### src/rtl/add_serial_pkg.sv
// Shared types and constants for the bit-serial adder arbiter.
//   DEFAULT_WIDTH : default operand/result width
//   state_t       : controller state encoding (IDLE=0, ADD=1, DONE=2)
//   maj3          : majority of three bits (full-adder carry)
package add_serial_pkg;

  localparam int unsigned DEFAULT_WIDTH = 8;

  typedef enum logic [1:0] {
    IDLE = 2'd0,
    ADD  = 2'd1,
    DONE = 2'd2
  } state_t;

  function automatic logic maj3(input logic x, input logic y, input logic z);
    return (x & y) | (x & z) | (y & z);
  endfunction

endpackage

### src/rtl/add_serial_arb_if.sv
// Request/result bus between the two requesters, the consumer and add_serial_arb.
//   req_valid/req_ready : per-requester handshake (bit i = requester i)
//   a0,b0 / a1,b1       : operands of requester 0 / 1
//   res_valid/res_ready : result handshake
//   res_data/res_carry  : sum modulo 2^WIDTH and carry out of the MSB
//   res_id              : requester owning the result
// master = requester/consumer side, slave = adder side.
interface add_serial_arb_if #(
  parameter int unsigned WIDTH = add_serial_pkg::DEFAULT_WIDTH
);

  logic [1:0]       req_valid;
  logic [1:0]       req_ready;
  logic [WIDTH-1:0] a0;
  logic [WIDTH-1:0] b0;
  logic [WIDTH-1:0] a1;
  logic [WIDTH-1:0] b1;
  logic             res_valid;
  logic             res_ready;
  logic [WIDTH-1:0] res_data;
  logic             res_carry;
  logic             res_id;

  modport master (
    output req_valid, a0, b0, a1, b1, res_ready,
    input  req_ready, res_valid, res_data, res_carry, res_id
  );

  modport slave (
    input  req_valid, a0, b0, a1, b1, res_ready,
    output req_ready, res_valid, res_data, res_carry, res_id
  );

endinterface

### src/rtl/add_serial_core.sv
// Bit-serial adder datapath: one operand bit pair per step, LSB first.
//   clk, rst    : clock, synchronous active-low reset
//   load        : capture a_in/b_in, clear sum and carry
//   step        : consume one bit pair, shift the sum bit in at the MSB
//   a_in, b_in  : operands
//   out, carry  : accumulated sum and running carry
module add_serial_core
  import add_serial_pkg::*;
#(
  parameter int unsigned WIDTH = DEFAULT_WIDTH
) (
  input  logic             clk,
  input  logic             rst,
  input  logic             load,
  input  logic             step,
  input  logic [WIDTH-1:0] a_in,
  input  logic [WIDTH-1:0] b_in,
  output logic [WIDTH-1:0] out,
  output logic             carry
);

  logic [WIDTH-1:0] a_reg;
  logic [WIDTH-1:0] b_reg;
  logic             sum_c;

  assign sum_c = a_reg[0] ^ b_reg[0] ^ carry;

  // After WIDTH steps the first sum bit has shifted down to bit 0.
  always_ff @(posedge clk) begin
    if (!rst) begin
      a_reg <= '0;
      b_reg <= '0;
      out   <= '0;
      carry <= 1'b0;
    end else if (load) begin
      a_reg <= a_in;
      b_reg <= b_in;
      out   <= '0;
      carry <= 1'b0;
    end else if (step) begin
      out   <= {sum_c, out[WIDTH-1:1]};
      a_reg <= a_reg >> 1;
      b_reg <= b_reg >> 1;
      carry <= maj3(a_reg[0], b_reg[0], carry);
    end
  end

endmodule

### src/rtl/add_serial_arb.sv
// Two-requester round-robin front end sharing one bit-serial adder.
//   clk : clock
//   rst : synchronous active-low reset
//   en  : global enable; blocks grants and freezes an addition in progress
//   bus : request/result interface (slave side)
module add_serial_arb
  import add_serial_pkg::*;
#(
  parameter int unsigned WIDTH = DEFAULT_WIDTH
) (
  input  logic               clk,
  input  logic               rst,
  input  logic               en,
  add_serial_arb_if.slave    bus
);

  localparam int unsigned CW = $clog2(WIDTH);

  state_t           state;
  logic [CW-1:0]    count;
  logic             prio;
  logic             id_q;
  logic             res_valid_q;
  logic             gnt_id;
  logic [1:0]       gnt_c;
  logic             xfer_c;
  logic             step_c;
  logic [WIDTH-1:0] a_sel;
  logic [WIDTH-1:0] b_sel;
  logic [WIDTH-1:0] core_out;
  logic             core_carry;

  // Round-robin pick: the priority holder wins if valid, otherwise the other one.
  always_comb begin
    gnt_c  = 2'b00;
    gnt_id = prio;
    if (!bus.req_valid[prio]) gnt_id = ~prio;
    if ((state == IDLE) && en && rst)
      gnt_c = {gnt_id, ~gnt_id} & {2{bus.req_valid[gnt_id]}};
  end

  assign xfer_c = |gnt_c;
  assign step_c = (state == ADD) && en;
  assign a_sel  = gnt_id ? bus.a1 : bus.a0;
  assign b_sel  = gnt_id ? bus.b1 : bus.b0;

  // Controller: grant, count WIDTH enabled steps, hold result until taken.
  always_ff @(posedge clk) begin
    if (!rst) begin
      state       <= IDLE;
      count       <= '0;
      prio        <= 1'b0;
      id_q        <= 1'b0;
      res_valid_q <= 1'b0;
    end else begin
      unique case (state)
        IDLE: begin
          if (xfer_c) begin
            state <= ADD;
            count <= '0;
            id_q  <= gnt_id;
            prio  <= ~gnt_id;
          end
        end
        ADD: begin
          if (en) begin
            count <= count + CW'(1);
            if (count == CW'(WIDTH - 1)) begin
              state       <= DONE;
              res_valid_q <= 1'b1;
            end
          end
        end
        DONE: begin
          if (bus.res_ready) begin
            state       <= IDLE;
            res_valid_q <= 1'b0;
          end
        end
        default: state <= IDLE;
      endcase
    end
  end

  add_serial_core #(.WIDTH(WIDTH)) u_core (
    .clk   (clk),
    .rst   (rst),
    .load  (xfer_c),
    .step  (step_c),
    .a_in  (a_sel),
    .b_in  (b_sel),
    .out   (core_out),
    .carry (core_carry)
  );

  // Core registers only change on load/step, so the result holds in DONE.
  assign bus.req_ready = gnt_c;
  assign bus.res_valid = res_valid_q;
  assign bus.res_data  = core_out;
  assign bus.res_carry = core_carry;
  assign bus.res_id    = id_q;

endmodule

### src/flat_wrapper.sv
// flat-port wrapper written by rule: the top's interface ports become plain ports
module add_serial_arb_flat import add_serial_pkg::*;
#(
  parameter int unsigned WIDTH = DEFAULT_WIDTH
)
  (clk, rst, en, bus_req_valid, bus_a0, bus_b0, bus_a1, bus_b1, bus_res_ready, bus_req_ready, bus_res_valid, bus_res_data, bus_res_carry, bus_res_id);
  add_serial_arb_if #(.WIDTH(WIDTH)) bus_i ();
  input  logic clk;
  input  logic rst;
  input  logic en;
  input wire logic [$bits(bus_i.req_valid)-1:0] bus_req_valid;
  input wire logic [$bits(bus_i.a0)-1:0] bus_a0;
  input wire logic [$bits(bus_i.b0)-1:0] bus_b0;
  input wire logic [$bits(bus_i.a1)-1:0] bus_a1;
  input wire logic [$bits(bus_i.b1)-1:0] bus_b1;
  input wire logic [$bits(bus_i.res_ready)-1:0] bus_res_ready;
  output wire logic [$bits(bus_i.req_ready)-1:0] bus_req_ready;
  output wire logic [$bits(bus_i.res_valid)-1:0] bus_res_valid;
  output wire logic [$bits(bus_i.res_data)-1:0] bus_res_data;
  output wire logic [$bits(bus_i.res_carry)-1:0] bus_res_carry;
  output wire logic [$bits(bus_i.res_id)-1:0] bus_res_id;
  assign bus_i.req_valid = bus_req_valid;
  assign bus_i.a0 = bus_a0;
  assign bus_i.b0 = bus_b0;
  assign bus_i.a1 = bus_a1;
  assign bus_i.b1 = bus_b1;
  assign bus_i.res_ready = bus_res_ready;
  assign bus_req_ready = bus_i.req_ready;
  assign bus_res_valid = bus_i.res_valid;
  assign bus_res_data = bus_i.res_data;
  assign bus_res_carry = bus_i.res_carry;
  assign bus_res_id = bus_i.res_id;
  add_serial_arb #(.WIDTH(WIDTH)) u_core (.clk(clk), .rst(rst), .en(en), .bus(bus_i));
endmodule
### config.mk
export PLATFORM = sky130hd
export DESIGN_NAME = add_serial_arb_flat
export DESIGN_NICKNAME = d
export VERILOG_FILES = /design/src/rtl/add_serial_pkg.sv /design/src/rtl/add_serial_arb_if.sv /design/src/rtl/add_serial_core.sv /design/src/rtl/add_serial_arb.sv /design/src/flat_wrapper.sv
export SDC_FILE = /design/constraint.sdc
export NUM_CORES = 1
export LEC_CHECK = 0
export CAP_MARGIN = 20
export CORE_MARGIN = 8
export CORE_UTILIZATION = 45
export CTS_BUF_LIST = sky130_fd_sc_hd__clkbuf_8 sky130_fd_sc_hd__clkbuf_16
export CTS_CLUSTER_SIZE = 24
export DETAILED_ROUTE_END_ITERATION = 7
export PLACE_DENSITY = 0.81
export SLEW_MARGIN = 25
export SYNTH_ARGS = -nofsm -noshare
export SYNTH_HDL_FRONTEND = slang
export SYNTH_SLANG_ARGS = --single-unit
### constraint.sdc
create_clock -name clk -period 2.1 [get_ports clk]
set_clock_uncertainty 0.1 [all_clocks]
set_input_delay 0.63 -clock clk [delete_from_list [all_inputs] [get_ports clk]]
set_output_delay 0.63 -clock clk [all_outputs]
set_load 0.03 [all_outputs]
==> flow_summary.json, run 1 <==
{
  "slew_headroom_pct": 62.7,
  "drive_gt1_share_pct": 24.8,
  "vias": 1529,
  "grt.total_usage_pct": 16.7,
  "synth-edff-count": 0,
  "tightest_slew_ps": 560,
  "port_buffers": 50,
  "synth-simple-area-share_pct": 17.9,
  "crit_fanout": 7,
  "grt_pass1_wl_um": 6990,
  "grt-ovfl-total": 0,
  "rr_startpoint": "u_core.state[1]",
  "synthMuxAreaShare_pct": 1.97,
  "start_kind": "flop",
  "cp.depth": 10,
  "synth_top_area_share_pct": 43.3,
  "cts.path.max_buffers": 2,
  "detail-route-antenna-nets": 0,
  "crit_arrival_ps": 2170,
  "die_h_um": 74.2,
  "clk_latency_ps": 290,
  "synth_flop_cell": "dfxtp_1",
  "regToRegEndpoint": "u_core.prio",
  "dieWidth_um": 74.2,
  "seqCellArea_sq_um": 662,
  "leakage_uw": 0.000939,
  "synth_top_family_by_area": "compound AO/OA/AOI/OAI gates",
  "critPathLaunch": "u_core.state[1]",
  "final_common_cell": "clkdlybuf4s50_1",
  "yosys-top-cells-area": "dfxtp_1 43%, a221o_1 9.2%, a32oi_1 8.0%, nand2_1 6.1%, nor2_2 3.7%",
  "grt_pass1_vias": 1583,
  "switching_power_uw": 372,
  "cts-buffers-inserted": 5,
  "synth_area_per_cell_sq_um": 9.31,
  "hpwl_um": 3270,
  "fmaxAchievable_mhz": 478,
  "core_sq_um": 3310,
  "cts_root_buffer": "clkbuf_8",
  "fin_crit_ps": 2090,
  "finalHoldViolCount": 0,
  "drv_cap": 0,
  "grt_max_degree": 17,
  "grt_setup_unrepaired": "true",
  "pwr-share-comb_pct": 17.7,
  "critPathSlowestCell": "or3b_4",
  "cts_tree": "done",
  "cts.reportedPaths.clkPinSlew_ps": 60,
  "ys_warn_count": 0,
  "slowest_delay_ps": 430,
  "r2r_cells": 10,
  "num-nets-final": 270,
  "setup_viol": 0,
  "layout_common_cells": "40 x clkdlybuf4s50_1, 32 x dfxtp_1, 25 x nand2_1",
  "seq_power_share_pct": 43.2,
  "drv_slew": 0,
  "crit_top_cell": "buf_4",
  "worstHoldPathType": "flop to flop",
  "path_class": "flop to flop",
  "synth_top_area_cell": "dfxtp_1",
  "design.die.area_sq_um": 5510,
  "clock-sinks": 33,
  "synth-xor-area-share_pct": 0,
  "endpoint": "u_core.prio",
  "h-tree-depth": 2,
  "antenna_cells": 0,
  "setup.worst_path.end_class": "flop",
  "gp_congestion": 0.772,
  "path_buf_inv": 6,
  "syn-cell-area_sq_um": 1530,
  "ioPinCount": 51,
  "p_int_uw": 1190,
  "rrSetupSlack_ps": 7,
  "netlist_instances": 164,
  "p_sw_share_pct": 23.9,
  "fin_util_pct": 72.8,
  "path_cells": "nand2b_4, buf_4, buf_4, buf_4, buf_4, buf_4, or3b_4, buf_8, o21ai_2, a21oi_1",
  "period_share_pct": 99.7,
  "drt_iter0_markers": 96,
  "pwr-share-clk_pct": 39.2,
  "drt-total-wl_um": 4610,
  "drtPass1Iterations": 4,
  "ys_ff_latch": 33,
  "async_reset_ff_share_pct": 0,
  "grt_antenna_before_repair": 0,
  "synthAdderAreaFrac_pct": 2.95,
  "yosysUniqueCellTypes": 31,
  "whs_ps": 368,
  "area_growth_syn_to_layout_pct": 58.0,
  "multiInputGateArea_sq_um": 865,
  "path_delay_family": "buffers and inverters",
  "outcome": "finished, final reports clean",
  "holdBufCountCts": 0,
  "row_count": 21,
  "synth_compound_gate_area_share_pct": 28.2,
  "syn-num-nets": 205,
  "power.density_nw_per_um2": 648,
  "viasPerCell": 5.54,
  "drc": 0,
  "initial_utilization_pct": 46.1,
  "seq_area_frac_synth_pct": 43.3,
  "wl_per_cell_um": 16.7,
  "setup_tns_ps": 0,
  "nFillCells": 242,
  "ir_drop_v": 0.000483,
  "cp.required_ps": 2170
}
[worst min path at each step]
| stage | start | to | slack, ps | depth (start not counted) |
|---|---|---|---|---|
| finish | u_core.u_core.out[2] | u_core.u_core.out[2] | 370 | 2 |
| global route | u_core.u_core.a_reg[7] | u_core.u_core.a_reg[7] | 390 | 1 |
| CTS | u_core.u_core.out[2] | u_core.u_core.out[2] | 370 | 2 |
| detailed placement | u_core.u_core.b_reg[7] | u_core.u_core.b_reg[7] | 350 | 1 |
| global placement | u_core.u_core.out[0] | u_core.u_core.out[0] | 340 | 2 |
| floorplan | u_core.u_core.a_reg[7] | u_core.u_core.a_reg[7] | 330 | 1 |
[layer usage]
metal	part of all wire, %	vias up	track usage, %	wire [um]
li1	-	734	-	-
met1	37	735	16.7	1690
met2	55	52	29.7	2540
met3	6.2	8	5.39	287
met4	1.8	0	9.35	85
met5	0	-	0	0
[power groups by stage]
stage	logic, uW	registers (uW)	clock network, uW
after floorplan	117	680	0
after global placement	231	683	0
after detailed placement	240	685	0
after CTS	250	672	621
after global routing	295	675	646
final	276	674	611
[tightest hold or removal path: stages, from the launching register on]
cell and delay (ps):
dfxtp_1 320, nand2_1 50, a21oi_1 50
[layout make-up]
class | count | area share (%)
clock inverters | 2 | 1.40
well taps | 46 | 2.39
repair buffers | 72 | 29.2
flip-flops and latches | 33 | 27.5
clock buffers | 6 | 3.43
multi-input cells | 115 | 35.9
inverters | 2 | 0.311
[cell usage after synthesis (3+ instances only)]
master     n
a221o_1   14
a21oi_1   11
a32oi_1   14
nor2_2     9
nor2_1     7
nor2b_1    5
clkbuf_1   6
mux2i_1    3
o21ai_0    3
dfxtp_1   33
nand2_1   25
buf_2      4
and2_1     3
[through the flow]
step	instances	total power [uW]	setup slack [ps]	instance area, sq um
3_3_place_gp	264	914	-474	2160
2_1_floorplan	164	797	-53.7	1540
6_report	276	1560	7.22	2410
5_1_grt	276	1620	-44.7	2410
4_1_cts	276	1540	-1.47	2320
3_5_place_dp	264	925	-494	2160
[logic make-up after synthesis]
family | Yosys count
DFF | 33
and+or+nand+nor | 56
adders and majority gates | 3
muxes | 3
AOI/OAI and AO/OA | 53
buffers and inverters | 16
[what timing repair did]
| action | 4_1_cts | 5_1_grt |
|---|---|---|
| resized for setup | 19 | 24 |
| setup buffers | 4 | 0 |
| endpoints found under the setup margin | 3 | 20 |
| pin swaps | 3 | 8 |
| hold endpoints to repair | 0 | 0 |
Power figures use the tool's default switching activity.
==> run 2, diff against run 1 <==
Settings changed: CORE_ASPECT_RATIO set to 2, CORE_UTILIZATION 45 to 25, PLACE_DENSITY 0.81 to 0.51.
==> run 2 against run 1 <==
Compared with the run above: critical path depth fell by 6; highest routed layer unchanged; critical endpoint is now bus_req_ready[1]; non-clock buffer count fell by 1; largest power group is now clock; fmax rose by 0.93%; core utilization fell by 32 points; count of clock-buffer cells in the layout fell by 1; cell count rose by 5.8%.
==> flow_summary.json, run 2 (synthesis gave the netlist of run 1 again) <==
{
  "num-nets-final": 269,
  "die_h_um": 127,
  "grt.total_usage_pct": 9.92,
  "path_cells": "nand2b_4, nor3b_4, and3_4, buf_12",
  "drv_cap": 0,
  "holdPathEnd": "u_core.u_core.out[0]",
  "setup.worst_path.end_class": "primary output",
  "drt-total-wl_um": 4110,
  "detail-route-antenna-nets": 0,
  "seqCellArea_sq_um": 662,
  "multiInputGateArea_sq_um": 808,
  "port_buffers": 50,
  "drive_gt1_share_pct": 22.3,
  "grt_max_degree": 18,
  "gp_congestion": 0.694,
  "outcome": "finished, final reports clean",
  "power.density_nw_per_um2": 721,
  "crit_arrival_ps": 1340,
  "initial_utilization_pct": 25.6,
  "crit_fanout": 5,
  "period_share_pct": 98.7,
  "wl_per_cell_um": 14.1,
  "fin_util_pct": 40.9,
  "cts_root_buffer": "clkbuf_16",
  "r2r_cells": 9,
  "viasPerCell": 4.91,
  "cts_tree": "done",
  "holdPathStages": 2,
  "grt_setup_unrepaired": "true",
  "fin_crit_ps": 2070,
  "power_uw": 1760,
  "regToRegEndpoint": "u_core.u_core.a_reg[1]",
  "start_kind": "flop",
  "slew_headroom_pct": 65.9,
  "hp-start": "u_core.u_core.out[0]",
  "cts.path.max_buffers": 2,
  "rr_startpoint": "u_core.state[1]",
  "slowest_delay_ps": 350,
  "core_sq_um": 5960,
  "dieWidth_um": 71.3,
  "drc": 0,
  "ioPinCount": 51,
  "critPathSlowestCell": "dfxtp_2",
  "final_common_cell": "clkdlybuf4s50_1",
  "setup_viol": 0,
  "path_delay_family": "simple AND/OR/NAND/NOR gates",
  "row_count": 40,
  "leakage_uw": 0.000898,
  "whs_ps": 354,
  "fmaxAchievable_mhz": 482,
  "drtPass1Iterations": 4,
  "tightest_slew_ps": 512,
  "cts-buffers-inserted": 5,
  "area_growth_syn_to_layout_pct": 59.7,
  "worstHoldPathType": "flop to flop",
  "path_class": "flop to primary output",
  "drt_iter0_markers": 37,
  "grt_pass1_vias": 1495,
  "ir_drop_v": 0.000443,
  "antenna_cells": 0,
  "rrSetupSlack_ps": 110,
  "grt_antenna_before_repair": 0,
  "grt-ovfl-total": 0,
  "hpwl_um": 3270,
  "nFillCells": 595,
  "cp.required_ps": 1370,
  "drv_slew": 0,
  "grt_pass1_wl_um": 7180,
  "finalHoldViolCount": 0,
  "path_buf_inv": 1,
  "clock-sinks": 33,
  "layout_common_cells": "43 x clkdlybuf4s50_1, 32 x dfxtp_1, 25 x nand2_1",
  "cts.reportedPaths.clkPinSlew_ps": 50,
  "vias": 1433,
  "h-tree-depth": 2,
  "clk_latency_ps": 280,
  "design.die.area_sq_um": 9010
}
==> run 2: layout make-up <==
type,instances,share of cell area [%]
Multi-Input combinational cell,115,33.2
Tap cell,63,3.23
Clock buffer,5,5.13
Sequential cell,33,27.2
Inverter,2,0.308
Clock inverter,3,1.90
Timing Repair Buffer,71,29.1
==> run 2: worst max path at each step <==
stage	start	to	cells after the start
after CTS	u_core.state[1]	bus_req_ready[1]	4
after detailed placement	en	bus_req_ready[1]	5
final	u_core.state[1]	bus_req_ready[1]	4
after floorplan	bus_req_valid[0]	bus_req_ready[0]	3
after global placement	en	bus_req_ready[1]	5
after global routing	u_core.state[1]	bus_req_ready[1]	4
==> run 2: where the power goes <==
group | switching, uW | internal [uW] | leakage (uW)
sequential | 19.6 | 653 | 0.000269
combinational | 101 | 151 | 0.000549
clock | 272 | 561 | 0.0000800
total | 393 | 1360 | 0.000898
==> run 2: worst register-to-register path, cell delays in order (launching register included) <==
cell,delay (ps)
dfxtp_2,350
nand2b_4,160
buf_4,130
buf_4,120
buf_4,120
buf_4,130
or3b_1,430
buf_12,180
nor2_1,120
a221o_1,110
==> run 2: per-stage QoR <==
stage | setup TNS, ps | setup slack (ps) | area [sq um] | instances
after CTS | 0 | 17.4 | 2440 | 292
final | 0 | 26.5 | 2440 | 292
after detailed placement | -5430 | -443 | 2220 | 280
after global routing | -30.1 | -30.1 | 2440 | 292
after floorplan | -53.7 | -53.7 | 1540 | 164
after global placement | -4900 | -405 | 2220 | 280
==> run 2: routing by layer <==
metal,track usage (%),vias to the layer above,share of wire (%)
li1,-,735,-
met1,9.34,648,35
met2,17.8,43,55
met3,3.63,7,6.9
met4,5.56,0,2.4
met5,0,-,0
==> run 2: what timing repair did <==
item	4_1_cts	5_1_grt
resized for setup	17	1
setup buffers	4	0
hold buffers	0	0
endpoints found under the setup margin	3	2
hold endpoints to repair	0	0
pin swaps	2	2
